**src/rtl/mips_pkg.sv**
```systemverilog
// Shared pipeline definitions: datapath/index widths and the register-index type
// used by the register file, hazard unit and forwarding unit.
package mips_pkg;

    localparam int DATA_W = 32;
    localparam int ADDR_W = 5;

    typedef logic [ADDR_W-1:0] reg_idx_t;

    localparam reg_idx_t REG_ZERO = 5'd0;

endpackage

```
**src/rtl/wb_result_mux.sv**
```systemverilog
// Write-back result select: load data when mem_to_reg_i is set, otherwise the ALU result.
module wb_result_mux #(
    parameter int DATA_W = 32
) (
    input  logic              mem_to_reg_i,
    input  logic [DATA_W-1:0] alu_out_i,
    input  logic [DATA_W-1:0] read_data_i,
    output logic [DATA_W-1:0] result_o
);

    always_comb begin
        result_o = mem_to_reg_i ? read_data_i : alu_out_i;
    end

endmodule

```
**src/rtl/wb_register_file.sv**
```systemverilog
// WB-stage GPR file: commits ResultW, serves the two ID read ports, and exports ResultW.
// Optional macro RF_WB_BYPASS_EN enables write-first bypass onto the read ports.
module wb_register_file #(
    parameter int DATA_W = mips_pkg::DATA_W,
    parameter int ADDR_W = mips_pkg::ADDR_W
) (
    input  logic              CLK,
    input  logic              Reset,
    input  logic [ADDR_W-1:0] A1,
    input  logic [ADDR_W-1:0] A2,
    output logic [DATA_W-1:0] RD1,
    output logic [DATA_W-1:0] RD2,
    input  logic [ADDR_W-1:0] WriteRegW,
    input  logic [DATA_W-1:0] ALUOutW,
    input  logic [DATA_W-1:0] ReadDataW,
    input  logic              RegWriteW,
    input  logic              MemtoRegW,
    output logic [DATA_W-1:0] ResultW
);

    import mips_pkg::*;

    localparam int unsigned DEPTH = 2 ** ADDR_W;
    localparam logic [ADDR_W-1:0] IDX_ZERO = ADDR_W'(REG_ZERO);

    logic [DATA_W-1:0] regs_q [DEPTH];
    logic              wr_en;

    wb_result_mux #(
        .DATA_W (DATA_W)
    ) u_result_mux (
        .mem_to_reg_i (MemtoRegW),
        .alu_out_i    (ALUOutW),
        .read_data_i  (ReadDataW),
        .result_o     (ResultW)
    );

    always_comb begin
        wr_en = RegWriteW && (WriteRegW != IDX_ZERO);
    end

    // Entry 0 is cleared by reset and never written, so it reads zero from storage too.
    always_ff @(posedge CLK or negedge Reset) begin
        if (!Reset) begin
            for (int unsigned i = 0; i < DEPTH; i++) begin
                regs_q[i] <= '0;
            end
        end else if (wr_en) begin
            regs_q[WriteRegW] <= ResultW;
        end
    end

    always_comb begin
        RD1 = regs_q[A1];
        RD2 = regs_q[A2];
`ifdef RF_WB_BYPASS_EN
        if (wr_en && (A1 == WriteRegW)) RD1 = ResultW;
        if (wr_en && (A2 == WriteRegW)) RD2 = ResultW;
`endif
        // Index 0 wins over any bypass.
        if (A1 == IDX_ZERO) RD1 = '0;
        if (A2 == IDX_ZERO) RD2 = '0;
    end

endmodule

```
**config.mk**
```make
export PLATFORM = sky130hd
export DESIGN_NAME = wb_register_file
export DESIGN_NICKNAME = d
export VERILOG_FILES = /design/src/rtl/mips_pkg.sv /design/src/rtl/wb_result_mux.sv /design/src/rtl/wb_register_file.sv
export SDC_FILE = /design/constraint.sdc
export NUM_CORES = 2
export LEC_CHECK = 0
export CORE_ASPECT_RATIO = 0.6
export CORE_MARGIN = 2
export CORE_UTILIZATION = 35
export CTS_BUF_LIST = sky130_fd_sc_hd__clkbuf_2 sky130_fd_sc_hd__clkbuf_4 sky130_fd_sc_hd__clkbuf_8
export CTS_CLUSTER_DIAMETER = 150
export DETAILED_ROUTE_END_ITERATION = 10
export SETUP_SLACK_MARGIN = 0.02
export SLEW_MARGIN = 20
export SYNTH_ARGS = -nofsm -noshare
export SYNTH_HDL_FRONTEND = slang
export SYNTH_SLANG_ARGS = --single-unit
```
**constraint.sdc**
```tcl
create_clock -name CLK -period 3.75 [get_ports CLK]
set_input_delay 0.75 -clock CLK [delete_from_list [all_inputs] [get_ports CLK]]
set_output_delay 0.75 -clock CLK [all_outputs]
set_load 0.05 [all_outputs]
```
==> metrics.csv <==
stage;metric;value;unit
synth;mean area per synthesized cell;11.2;sq um
min_path;Worst Hold Class;in2async;
route;via count;41553;
timing;fmax;0.270;GHz
worst_setup_path;critical path class;in2out;
die;die area;156000;sq um
pwr;Leak;26.4;nW
worst_setup_path;startpoint types;primary input;
cells_and_area;Cell Count, Final, Fillers Out;7006;
synth;net count after synthesis;4864;
synth;Yosys reg bits;1024;
route;iteration count of the initial detailed-routing pass;8;
synth;synthesized area;53300;sq um
worst_setup_path;critical path data required time;3.00;ns
timing;min Tclk post-route;3.70;ns
synth;Async SR Flop Fraction;100;%
place;Post-DP HPWL;120000;um
place;DP Area;59700;sq um
clocking;Max Root-Sink Buffers;3;
synth;Post-synth EDFFs;0;
worst_setup_path;Worst EP arrival;2.95;ns
die;Initial Util;35.4;%
worst_setup_path;Crit Path Max Fanout;40;
timing;Final Skew;0;ns
global_route;all-layer global routing usage;24.9;%
clocking;CTS root buffer;clkbuf_8;
timing;Hold Fails Final Rpt;0;
synth;Netlist cell types;39;
clocking;CTS tree;done;
timing;actual slew at the worst max-slew pin;1.15;ns
global_route;largest net degree at the start of global routing;128;
timing;Slew headroom;23.4;%
global_route;initial antenna violation count;8;
flow_run;Max-Cap Viols;0;
worst_setup_path;Crit path largest cell delay;0.42;ns
global_route;vias in the first global route;40003;
clocking;Worst-path clk slew;0.06;ns
cells_and_area;layout cell share with drive strength beyond 1;26.5;%
synth;Seq/Total Area, Yosys;48.1;%
clocking;worst-skew pair later-pin latency;0.87;ns
route;final routed DRC violation total;0;
route;vias per cell;5.93;
route;initial DRC count;4981;
die;Ports;179;
worst_setup_path;slowest cell on the critical path;a221oi_1;
cells_and_area;largest register by flop count;regs_q;
synth;Syn Inst Count;4781;
cells_and_area;fin area;63200;sq um
timing;max-slew violations;0;
cells_and_area;Final #Nets;4955;
global_route;grt total ovfl;0;
die;CORE AREA;151000;sq um
cells_and_area;Largest register FFs;1024;
worst_setup_path;crit end category;output port;
clocking;level count of the clock H-tree;4;
worst_setup_path;crit-path most repeated cell;buf_12;
timing;RSZ-0062 raised after global routing;false;
die;die height;306;um
synth;top_reg_cell synth;dfrtp_1;
die;FP Rows;110;
route;final WL;194000;um
pwr;Max VDD drop;0.368;mV
status;status;completed;
clocking;number of sinks on the clock net;1024;
timing;Setup TNS Final;0;ns
clocking;CTS Buf Count;158;
place;port buffer count;178;
route;ANT nets after route;0;
timing;Period Utilization, post-route;98.7;%
die;Die Wd;508;um
cells_and_area;biggest regs;regs_q (1024);
pwr;Power Density;539;nW/um^2
place;RD Place Congestion;0.859;
place;placed cells;6727;
timing;Setup-failing EPs final;0;
synth;total number of yosys warnings;0;
global_route;first-pass GRT wire length;284000;um
worst_setup_path;crit path cell chain;buf_8 > buf_12 > mux2i_1 > a221oi_1 > o21ai_1 > a311oi_2 > buf_4 > buf_12;
route;WL/cell;27.7;um
cells_and_area;Synth-to-Final Area Change;18.5;%
cells_and_area;fill cell count;14104;
clocking;Post-CTS Setup Inserts;0;
==> cell families (layout without fill, tap and decap cells) <==
family | Yosys count | count (layout) | synth area share (%)
compound gates | 1360 | 1360 | 14.3
simple gates | 1154 | 1154 | 8.94
flops | 1024 | 1024 | 48.1
mux | 672 | 672 | 23.4
buf+inv | 571 | 776 | 5.32
other cells | 0 | 4 | 0
==> final cells by class <==
type / count / area (sq um) / area share, %
clock buffers: 255 / 3210 / 5.08
multi-input cells: 3186 / 25800 / 40.8
well taps: 2016 / 2520 / 3.99
clock inverters: 19 / 185 / 0.293
flip-flops and latches: 1024 / 25600 / 40.6
inverters: 34 / 133 / 0.210
diodes: 4 / 10.0 / 0.0158
repair buffers: 468 / 5730 / 9.08
==> per-layer routing <==
layer  global-route usage (%)  vias to the layer above  routed length (um)
li1                         -                    17604                   -
met1                     37.0                    21283               85900
met2                     34.5                     2293               80800
met3                     7.03                      361               21200
met4                     8.34                       12                5920
met5                        0                        -                 149
==> cell usage in the layout (no fill, tap or decap), types with 17 or more instances in the layout <==
master / instances
clkdlybuf4s50_1: 72
a311oi_2: 59
o21ai_0: 541
mux4_2: 433
dfrtp_1: 1024
clkbuf_8: 207
a21oi_1: 480
inv_1: 32
mux2i_4: 17
nor2b_1: 69
clkbuf_4: 48
mux2_2: 64
nand2_1: 545
a22oi_1: 63
nor2_1: 486
a211oi_1: 61
mux2i_1: 128
a221oi_1: 44
buf_12: 158
o21ai_1: 82
buf_4: 226
==> per-stage QoR <==
step                setup WS, ns  total power, mW  hold slack (ns)  util (%)
floorplan                 0.0347             20.6            0.441         -
global placement          -0.236             23.5            0.377      39.6
detailed placement        -0.221             23.8            0.383      39.6
CTS                       0.0396             34.1            0.310      41.9
global route              0.0133             35.7            0.368      42.0
finish                    0.0475             34.1            0.370      42.0
==> synth_stat cells (all sizes together) (13+ instances only) <==
| library cell | instances | area share (%) |
|---|---|---|
| dfrtp | 1024 | 48 |
| o21ai | 624 | 5.9 |
| nand2 | 547 | 3.9 |
| nor2 | 491 | 3.5 |
| a21oi | 480 | 4.5 |
| mux4 | 448 | 19 |
| clkbuf | 301 | 2.1 |
| buf | 236 | 2.9 |
| mux2i | 160 | 3.0 |
| nor2b | 71 | 0.83 |
| a211oi | 64 | 0.90 |
| a22oi | 64 | 0.90 |
| a311oi | 64 | 1.1 |
| mux2 | 64 | 1.4 |
| a221oi | 48 | 0.82 |
| inv | 34 | 0.24 |
| o2111ai | 16 | 0.26 |
| nand3 | 13 | 0.12 |
==> worst paths after layout <==
kind / start / end / slack (ns) / cells past startpoint
setup / recovery: A2[2] / RD2[16] / 0.05 / 8
hold / removal: Reset / regs_q[605] / 0.37 / 2
setup reg to reg: regs_q[292] / regs_q[292] / 2.98 / 2
hold reg to reg: regs_q[1017] / regs_q[1017] / 0.39 / 0
max in group asynchronous: Reset / regs_q[172] / 2.05 / 4
min in group CLK: regs_q[1017] / regs_q[1017] / 0.39 / 0
==> what timing repair did <==
item,CTS,global route
hold endpoints to repair,23,0
pin swaps,0,2
gates resized for setup,2,9
hold buffers,1,0
endpoints found under the setup margin,1,6
==> critical path, delay by kind of cell <==
kind / cells / cell delay (ns)
mux: 1 / 0.15
compound gates: 3 / 0.99
buf+inv: 4 / 1.02
==> where the power goes <==
group / internal [mW] / total [mW] / switching [mW]
Clock: 5.59 / 10.3 / 4.67
Combinational: 4.28 / 8.49 / 4.21
Sequential: 13.4 / 15.3 / 1.92
Power figures use the tool's default switching activity.
